**src/rtl/acc_ctrl_pkg.sv**
```systemverilog
// -----------------------------------------------------------------------------
// acc_ctrl_pkg
// Shared definitions for the accumulator controller slice:
//   - opcode_e   : instruction opcodes (instr[8:5])
//   - state_e    : controller FSM states
//   - next_e     : what the decoder says should follow the EXEC cycle
//   - strobe_t   : bundle of accumulator / register-file control strobes
//   - TIMEOUT_DEFAULT, IW_DEFAULT : default parameter values
// -----------------------------------------------------------------------------
package acc_ctrl_pkg;

  localparam int IW_DEFAULT      = 9;
  localparam int TIMEOUT_DEFAULT = 15;

  typedef enum logic [3:0] {
    OP_NOP  = 4'h0,
    OP_LDL  = 4'h1,
    OP_LDH  = 4'h2,
    OP_MVA  = 4'h3,
    OP_ALU  = 4'h4,
    OP_STA  = 4'h5,
    OP_CLR  = 4'h6,
    OP_LDM  = 4'h7,
    OP_HALT = 4'hF
  } opcode_e;

  typedef enum logic [2:0] {
    ST_IDLE,
    ST_FETCH,
    ST_EXEC,
    ST_MEM_WAIT,
    ST_HALT,
    ST_ERR
  } state_e;

  typedef enum logic [1:0] {
    NX_FETCH,
    NX_MEM,
    NX_HALT,
    NX_ERR
  } next_e;

  typedef struct packed {
    logic       acc_we;
    logic       from_reg;
    logic       from_imm;
    logic       from_alu;
    logic       load_hi;
    logic       reg_we;
    logic [3:0] imm_out;
    logic [3:0] reg_addr;
    logic [2:0] alu_op;
  } strobe_t;

  // The three "working" states are the ones that report busy.
  function automatic logic is_busy_state(input state_e s);
    return (s == ST_FETCH) || (s == ST_EXEC) || (s == ST_MEM_WAIT);
  endfunction

endpackage

```
**src/rtl/acc_decode.sv**
```systemverilog
// -----------------------------------------------------------------------------
// acc_decode
// Purely combinational instruction decoder: turns the instruction register
// into accumulator / register-file strobes for the EXEC cycle and reports
// which state the controller should move to afterwards.
//
// Ports:
//   en         in   1    decode enable (high only in EXEC); strobes are 0 when low
//   ir         in   IW   instruction register
//   strb       out  strobe_t  control strobes
//   next_kind  out  next_e    follow-on action (fetch / mem wait / halt / error)
// -----------------------------------------------------------------------------
module acc_decode
  import acc_ctrl_pkg::*;
#(
  parameter int IW = IW_DEFAULT
) (
  input  logic          en,
  input  logic [IW-1:0] ir,
  output strobe_t       strb,
  output next_e         next_kind
);

  logic [3:0] opcode;
  logic [4:0] operand;

  assign opcode  = ir[IW-1 -: 4];
  assign operand = ir[4:0];

  // Decode is computed unconditionally and then squashed when not in EXEC,
  // so no strobe can leak into other states.
  always_comb begin
    strb      = '0;
    next_kind = NX_ERR;

    case (opcode)
      OP_NOP: begin
        next_kind = NX_FETCH;
      end
      OP_LDL: begin
        next_kind     = NX_FETCH;
        strb.acc_we   = 1'b1;
        strb.from_imm = 1'b1;
        strb.imm_out  = operand[3:0];
      end
      OP_LDH: begin
        next_kind     = NX_FETCH;
        strb.acc_we   = 1'b1;
        strb.from_imm = 1'b1;
        strb.load_hi  = 1'b1;
        strb.imm_out  = operand[3:0];
      end
      OP_MVA: begin
        next_kind     = NX_FETCH;
        strb.acc_we   = 1'b1;
        strb.from_reg = 1'b1;
        strb.reg_addr = operand[3:0];
      end
      OP_ALU: begin
        // ALU form only has room for a 2-bit register index.
        next_kind     = NX_FETCH;
        strb.acc_we   = 1'b1;
        strb.from_alu = 1'b1;
        strb.alu_op   = operand[2:0];
        strb.reg_addr = {2'b00, operand[4:3]};
      end
      OP_STA: begin
        next_kind     = NX_FETCH;
        strb.reg_we   = 1'b1;
        strb.reg_addr = operand[3:0];
      end
      OP_CLR: begin
        // Writing with no source selected clears the accumulator.
        next_kind   = NX_FETCH;
        strb.acc_we = 1'b1;
      end
      OP_LDM: begin
        next_kind     = NX_MEM;
        strb.reg_addr = operand[3:0];
      end
      OP_HALT: begin
        next_kind = NX_HALT;
      end
      default: begin
        next_kind = NX_ERR;
      end
    endcase

    if (!en) begin
      strb = '0;
    end
  end

endmodule

```
**src/rtl/acc_ctrl.sv**
```systemverilog
// -----------------------------------------------------------------------------
// acc_ctrl
// Fetch/execute controller for a nibble-loading accumulator datapath.
// Holds the FSM, the instruction register and the memory wait counter;
// instruction decode lives in acc_decode.
//
// Ports:
//   clk, Reset          clock, synchronous active-high reset
//   start               leave IDLE (ignored elsewhere)
//   instr_valid, instr  instruction fetch handshake / data
//   instr_ready         controller accepts instr this cycle (FETCH)
//   pc_inc              one-cycle program counter advance
//   acc_we, from_reg, from_imm, from_alu, load_hi, imm_out
//                       accumulator write controls
//   reg_addr, reg_we    register file address / write (data = accumulator)
//   alu_op              ALU operation select
//   mem_req, mem_ack    data memory load handshake
//   mem_sel             routes memory data onto the accumulator register input
//   busy, halted, err   status flags (registered)
// -----------------------------------------------------------------------------
module acc_ctrl
  import acc_ctrl_pkg::*;
#(
  parameter int IW      = IW_DEFAULT,
  parameter int TIMEOUT = TIMEOUT_DEFAULT
) (
  input  logic          clk,
  input  logic          Reset,
  input  logic          start,
  input  logic          instr_valid,
  input  logic [IW-1:0] instr,
  output logic          instr_ready,
  output logic          pc_inc,
  output logic          acc_we,
  output logic          from_reg,
  output logic          from_imm,
  output logic          from_alu,
  output logic          load_hi,
  output logic [3:0]    imm_out,
  output logic [3:0]    reg_addr,
  output logic [2:0]    alu_op,
  output logic          reg_we,
  output logic          mem_req,
  input  logic          mem_ack,
  output logic          mem_sel,
  output logic          busy,
  output logic          halted,
  output logic          err
);

  state_e        state;
  state_e        state_nxt;
  logic [IW-1:0] ir;
  logic [3:0]    wait_cnt;
  logic [3:0]    wait_nxt;

  strobe_t       dec_strb;
  next_e         dec_next;
  logic          exec_cycle;
  logic          in_mem_wait;
  logic          ack_now;
  logic          fetch_take;

  assign exec_cycle  = (state == ST_EXEC);
  assign in_mem_wait = (state == ST_MEM_WAIT);
  assign fetch_take  = (state == ST_FETCH) && instr_valid;
  assign ack_now     = in_mem_wait && mem_ack;

  acc_decode #(
    .IW (IW)
  ) u_decode (
    .en        (exec_cycle),
    .ir        (ir),
    .strb      (dec_strb),
    .next_kind (dec_next)
  );

  // Next-state and wait-counter logic. The counter reports the number of
  // MEM_WAIT cycles already spent without an ack; the timeout fires in the
  // cycle that would bring it to TIMEOUT, and an ack in that same cycle wins.
  always_comb begin
    state_nxt = state;
    wait_nxt  = wait_cnt;

    case (state)
      ST_IDLE: begin
        if (start) begin
          state_nxt = ST_FETCH;
        end
      end
      ST_FETCH: begin
        if (instr_valid) begin
          state_nxt = ST_EXEC;
        end
      end
      ST_EXEC: begin
        case (dec_next)
          NX_FETCH: state_nxt = ST_FETCH;
          NX_MEM: begin
            state_nxt = ST_MEM_WAIT;
            wait_nxt  = 4'd0;
          end
          NX_HALT:  state_nxt = ST_HALT;
          default:  state_nxt = ST_ERR;
        endcase
      end
      ST_MEM_WAIT: begin
        if (mem_ack) begin
          state_nxt = ST_FETCH;
          wait_nxt  = 4'd0;
        end else begin
          wait_nxt = wait_cnt + 4'd1;
          if (wait_cnt == 4'(TIMEOUT - 1)) begin
            state_nxt = ST_ERR;
          end
        end
      end
      ST_HALT: begin
        state_nxt = ST_HALT;
      end
      ST_ERR: begin
        state_nxt = ST_ERR;
      end
      default: begin
        state_nxt = ST_IDLE;
      end
    endcase
  end

  // State register, IR, wait counter and status flags. Flags are registered
  // from the next state so they line up with the state they describe.
  always_ff @(posedge clk) begin
    if (Reset) begin
      state    <= ST_IDLE;
      ir       <= '0;
      wait_cnt <= 4'd0;
      busy     <= 1'b0;
      halted   <= 1'b0;
      err      <= 1'b0;
    end else begin
      state    <= state_nxt;
      wait_cnt <= wait_nxt;
      if (fetch_take) begin
        ir <= instr;
      end
      busy   <= is_busy_state(state_nxt);
      halted <= (state_nxt == ST_HALT);
      err    <= (state_nxt == ST_ERR);
    end
  end

  // Output strobes. Decoder strobes are already zero outside EXEC; the memory
  // completion strobes are merged in during MEM_WAIT.
  assign instr_ready = (state == ST_FETCH);
  assign pc_inc      = fetch_take;
  assign acc_we      = dec_strb.acc_we | ack_now;
  assign from_reg    = dec_strb.from_reg | ack_now;
  assign from_imm    = dec_strb.from_imm;
  assign from_alu    = dec_strb.from_alu;
  assign load_hi     = dec_strb.load_hi;
  assign imm_out     = dec_strb.imm_out;
  assign alu_op      = dec_strb.alu_op;
  assign reg_we      = dec_strb.reg_we;
  assign reg_addr    = in_mem_wait ? ir[3:0] : dec_strb.reg_addr;
  assign mem_req     = in_mem_wait;
  assign mem_sel     = ack_now;

endmodule
```
**config.mk**
```make
export PLATFORM = sky130hd
export DESIGN_NAME = acc_ctrl
export DESIGN_NICKNAME = d
export VERILOG_FILES = /design/src/rtl/acc_ctrl_pkg.sv /design/src/rtl/acc_decode.sv /design/src/rtl/acc_ctrl.sv
export SDC_FILE = /design/constraint.sdc
export NUM_CORES = 1
export LEC_CHECK = 0
export CAP_MARGIN = 30
export CORE_AREA = 3 3 52 54
export DETAILED_ROUTE_END_ITERATION = 6
export DIE_AREA = 0 0 55 57
export HOLD_SLACK_MARGIN = 0.05
export MAX_ROUTING_LAYER = met4
export PLACE_DENSITY = 0.8
export SYNTH_ARGS = -nofsm -noshare
export SYNTH_HDL_FRONTEND = slang
export SYNTH_SLANG_ARGS = --single-unit
export TNS_END_PERCENT = 100
```
**constraint.sdc**
```tcl
create_clock -name clk -period 5 [get_ports clk]
set_clock_uncertainty 0.2 [all_clocks]
set_input_delay 1 -clock clk [delete_from_list [all_inputs] [get_ports clk]]
set_output_delay 1 -clock clk [all_outputs]
set_load 0.005 [all_outputs]
```
==> results of run 1 <==
==> worst max path at each step <==
stage / to / depth (start not counted)
2_1_floorplan: pc_inc / 3
6_report: pc_inc / 4
3_3_place_gp: from_reg / 4
3_5_place_dp: pc_inc / 4
5_1_grt: pc_inc / 4
4_1_cts: pc_inc / 4
==> per-layer routing <==
metal	track usage [%]	vias to the layer above
met4	13.89	0
met2	27.20	22
li1	-	507
met1	23.15	450
met3	2.611	6
met5	-	-
==> final cells by class <==
type / instances / area (um^2)
Clock buffer: 3 / 22.52
Clock inverter: 1 / 5.005
Fill cell: 202 / 788.3
Inverter: 4 / 15.01
Multi-Input combinational cell: 97 / 638.1
Sequential cell: 19 / 380.4
Tap cell: 28 / 35.03
Timing Repair Buffer: 37 / 370.4
==> state kept, by name (all words and copies together) (netlist names) <==
register / cells
busy: 1
halted: 1
wait_cnt: 4
ir: 9
state: 3
err: 1
==> cells in the final DEF, fill, tap and decap left out, types with 2 or more instances in the layout <==
| cell type | instances |
|---|---|
| nand2b_1 | 5 |
| ha_1 | 2 |
| inv_2 | 2 |
| and4bb_2 | 2 |
| inv_1 | 2 |
| a22o_1 | 2 |
| o21ai_0 | 4 |
| and2_1 | 10 |
| nor2_1 | 6 |
| or2_2 | 2 |
| a211oi_2 | 2 |
| clkdlybuf4s50_1 | 37 |
| nor3_1 | 4 |
| clkbuf_4 | 3 |
| dfxtp_1 | 19 |
| a21oi_1 | 12 |
| nand2_1 | 23 |
| nor3_4 | 2 |
| and3_1 | 2 |
==> worst max-delay path, cell delays in order <==
cell and delay, ps:
clkdlybuf4s50_1 500, nand2_2 140, inv_2 200, clkdlybuf4s50_1 540
==> power by group <==
group          total, mW  switching [mW]  internal (mW)
clock             0.0786          0.0487         0.0299
combinational     0.0408          0.0176         0.0232
sequential         0.164         0.00789          0.156
total              0.284          0.0742          0.210
==> cells by family after synthesis <==
family | after synthesis | share of synthesized area [%]
DFF | 19 | 35.93
muxes | 1 | 0.9457
buffers and inverters | 9 | 3.784
AOI/OAI and AO/OA | 26 | 16.43
adders and majority gates | 2 | 2.364
xor gates and xnor gates | 1 | 0.8276
and+or+nand+nor | 67 | 39.72
==> per-stage QoR <==
step	util, %	std cells	worst slack, ps
floorplan	-	125	2479
global placement	63.82	185	1461
detailed placement	63.82	185	1427
CTS	65.04	189	1419
global route	65.04	189	1347
finish	65.04	189	1417
==> flow_summary.ini, run 1 <==
[status]
status = completed

[synthesis]
synth_area_leaders = dfxtp_1 (36%), nand2_1 (8.2%), and2_1 (5.9%), a21oi_1 (5.7%), nor3_4 (3.1%)
synth.top_cell.area_share_pct = 35.93
synth.largest_area_cell = dfxtp_1
yosys_warnings = 0
synth.most_common_cell = nand2_1
syn_inst = 125
syn_area_um2 = 1059
synthDistinctLibCells = 39
synthFlopType = dfxtp_1
yosysSeqAreaShare_pct = 35.93
ys_ff_latch = 19
ys_async_sr_fraction_pct = 0
synth-edff-count = 0
synth_area_per_cell_um2 = 8.468
synth.net_count = 141
netlist_top_cells_count = nand2_1 (23), dfxtp_1 (19), a21oi_1 (12)

[clock_network]
cts_tree = yes
htreeDepth = 1
hold_buffers = 0
clock-sinks = 19
cts_made_buffers = 3
cts_setup_buffers = 0
cts_root_buf = clkbuf_4
clockBufferDepth = 2
clk_pin_slew_ps = 110
ctsResizeCount = 0
insertion_delay_ps = 300

[place]
io_buffers = 37
place.gp.congestion = 0.7488
place_area_um2 = 1439
post-dp-hpwl_mm = 1.908

[sta]
max_freq_mhz = 279.1
fin_crit_ps = 3583
hold_ws_ps = 276.0
report.final.slew_viol_count = 0
worstMarginPinSlew_ps = 598.5
rsz0062_at_grt = false
post-route-period-util_pct = 71.66
setup_viol = 0
totalNegativeSetupSlack_ps = 0
hold_viol = 0
max-slew-margin-rel_pct = 59.98

[setup_path]
end_kind = primary output
worstPathMaxFanout = 11
worst_r2r_startpoint = state[0]
start_kind = primary input
rr_endpoint = halted
r2r_cells = 5
arrival_ps = 2380
critical_path_class = primary input to primary output
r2r_slack_ps = 3140
timing.critical_path.from = instr_valid
required_ps = 3800

[floorplan]
ios = 38
start_util_pct = 46.95
core_um2 = 2255
die-area_um2 = 3135
num_rows = 17
die_y_um = 57
die_w_um = 55

[drt]
wl_met1_mm = 1.076
wl_met2_mm = 1.204
drtIter0Drc = 10
vias = 985
totalWireLength_mm = 2.468
drt.antenna.violating_nets = 0
via_per_inst = 5.212
highest_layer = met4
wl_met3_um = 92
drtPass1Iterations = 4
post_drt_wl_per_cell_um = 13.06
drcViolationCount = 0

[pwr]
leakage_nw = 0.5248
fin_total_pwr_uw = 283.7
ir_worst_vdd_mv = 0.2054
cellPowerDensity_nw_per_um2 = 193.5

[global_route]
grt_overflow = 0
grt_pass1_vias = 933
grt_pass1_wl_mm = 4.202
antenna_found_initial = 0
grt.total_usage_pct = 18.83
grt_max_degree = 19

[cells_and_area]
antenna_cells = 0
final_cell_area_um2 = 1466
layout-drive-gt1-share_pct = 12.42
nNetsFinal = 178
area_growth_pct = 38.53

[min_path]
min_from = wait_cnt[3]
hold_depth = 1
min_to = wait_cnt[3]
hp-class = flop to flop

[flow_run]
maxCapViolations = 0
(Power assumes the default switching activity.)
==> run 2, diff against run 1 <==
--- a/config.mk
+++ b/config.mk
@@ -6,12 +6,12 @@
 export NUM_CORES = 1
 export LEC_CHECK = 0
 export CAP_MARGIN = 30
-export CORE_AREA = 3 3 52 54
+export CORE_AREA = 3 3 54 56
 export DETAILED_ROUTE_END_ITERATION = 6
-export DIE_AREA = 0 0 55 57
+export DIE_AREA = 0 0 57 59
 export HOLD_SLACK_MARGIN = 0.05
 export MAX_ROUTING_LAYER = met4
-export PLACE_DENSITY = 0.8
+export PLACE_DENSITY = 0.75
 export SYNTH_ARGS = -nofsm -noshare
 export SYNTH_HDL_FRONTEND = slang
 export SYNTH_SLANG_ARGS = --single-unit
==> constraint.sdc (replaced) <==
create_clock -name clk -period 3.3 [get_ports clk]
set_clock_uncertainty 0.2 [all_clocks]
set_input_delay 0.66 -clock clk [delete_from_list [all_inputs] [get_ports clk]]
set_output_delay 0.66 -clock clk [all_outputs]
set_load 0.005 [all_outputs]
==> run 2 against run 1 <==
- worst hold slack worse by 19 ps
- critical path depth is 1 higher
- sequential share of layout area shrank 0.18 points
- utilization decreased by 5.4 points
- cell area up 0.68%
- total power up 51%
- global-route usage decreased by 4.5 points
- count of clock-buffer cells in the layout did not move
- via count down 2.0%
- largest power group unchanged
- highest routed layer unchanged
==> flow_summary.ini, run 2 (same netlist as run 1, synthesis figures left out) <==
[status]
status = completed

[cells_and_area]
final_common_cell = clkdlybuf4s50_1
nNetsFinal = 179
regMostFlops = ir
final_cell_mix = clkdlybuf4s50_1 (37), nand2_1 (23), dfxtp_1 (19), a21oi_1 (12), and2_1 (10)
fillCellCount = 238
layout-drive-gt1-share_pct = 12.96
regArea_um2 = 380.4
final_cell_area_um2 = 1476
multiInputGateArea_um2 = 638.1
reg_top3 = ir (9), wait_cnt (4), state (3)
finalNonFillerCells = 192
largest_reg_flops = 9
finalCoreUtilization_pct = 59.60
area_growth_pct = 39.48
antenna_cells = 0

[setup_path]
r2r_cells = 6
start_kind = flop
worst_r2r_startpoint = state[0]
critical_path_class = flop to primary output
arrival_ps = 2180
required_ps = 2440
end_kind = primary output
worstPathMaxFanout = 8
rr_endpoint = halted
r2r_slack_ps = 1400

[sta]
hold_viol = 0
max_freq_mhz = 328.9
setup_viol = 0
fin_crit_ps = 3040
max-slew-margin-rel_pct = 55.42
rsz0062_at_grt = false
post-route-period-util_pct = 92.13
totalNegativeSetupSlack_ps = 0
worst_slack_ps = 259.9
worstMarginPinSlew_ps = 666.6
report.final.slew_viol_count = 0
hold_ws_ps = 257.3

[pwr]
p_seq_share_pct = 57.9
combPwrFrac_pct = 14.8
power.share.switching_pct = 25.81
ir_worst_vdd_mv = 0.2848
fin_total_pwr_uw = 428.8
leakage_nw = 0.5301
clkPwrFrac_pct = 27.3
p_sw_uw = 110.7
internal_power_uw = 318.2
cellPowerDensity_nw_per_um2 = 290.5

[min_path]
hold_depth = 1
min_from = wait_cnt[3]
hp-class = flop to flop
min_to = wait_cnt[3]

[drt]
vias = 965
highest_layer = met4
drt.antenna.violating_nets = 0
drtPass1Iterations = 4
drtIter0Drc = 14
via_per_inst = 5.026
totalWireLength_mm = 2.355
wl_met2_mm = 1.081
drcViolationCount = 0
wl_met3_um = 121
wl_met1_mm = 1.114
post_drt_wl_per_cell_um = 12.27

[floorplan]
core_um2 = 2477
die_w_um = 57
die-area_um2 = 3363
die_y_um = 59
num_rows = 18
start_util_pct = 42.73
ios = 38

[clock_network]
ctsResizeCount = 0
cts_setup_buffers = 0
clock-sinks = 19
cts_made_buffers = 3
insertion_delay_ps = 300
htreeDepth = 1
cts_root_buf = clkbuf_4
clk_pin_slew_ps = 110
clockBufferDepth = 2
hold_buffers = 0
cts_tree = yes

[flow_run]
maxCapViolations = 0

[place]
place_area_um2 = 1449
post-dp-hpwl_mm = 1.805
place.gp.congestion = 0.8307
io_buffers = 37
place_ws_ps = 411.8
place_inst = 188

[global_route]
antenna_found_initial = 0
grt_overflow = 0
grt_pass1_wl_mm = 3.781
grt_pass1_vias = 877
grt_max_degree = 19
grt.total_usage_pct = 14.37
-- run 2: changes by cell type in the layout (fill, tap and decap cells not counted), sizes merged --
cell and delta:
buf +1
-- run 2: final cells by class --
cell class	instances	share of cell area, %
Sequential cell	19	25.76
Inverter	4	1.017
Clock buffer	3	1.525
Multi-Input combinational cell	97	43.22
Clock inverter	1	0.3390
Tap cell	30	2.542
Timing Repair Buffer	38	25.59
-- run 2: power by group through the flow --
stage               clock, mW  sequential, mW  combinational (mW)
detailed placement          0           0.254              0.0634
global placement            0           0.253              0.0630
floorplan                   0           0.248              0.0381
global route            0.135           0.250              0.0701
CTS                     0.124           0.249              0.0640
finish                  0.117           0.248              0.0634
-- run 2: critical path: stages (launching register included) --
cell,delay [ps]
dfxtp_1,520
nor4b_4,340
nand2_1,160
o21ai_2,220
a22o_1,150
clkdlybuf4s50_1,490
-- run 2: routing by layer --
metal  up-vias  GRT usage (%)
li1        506              -
met1       425          17.78
met2        30          23.65
met3         4          2.614
met4         0          4.967
met5         -              -
-- run 2: how the worst max path moves through the flow --
stage,startpoint,to,slack [ps],depth (start not counted)
after floorplan,state[2],imm_out[0],1180,4
after global placement,mem_ack,from_reg,440,4
after detailed placement,mem_ack,from_reg,410,4
after CTS,state[2],imm_out[3],220,5
after global routing,state[1],imm_out[3],110,5
final,state[1],reg_addr[1],260,5
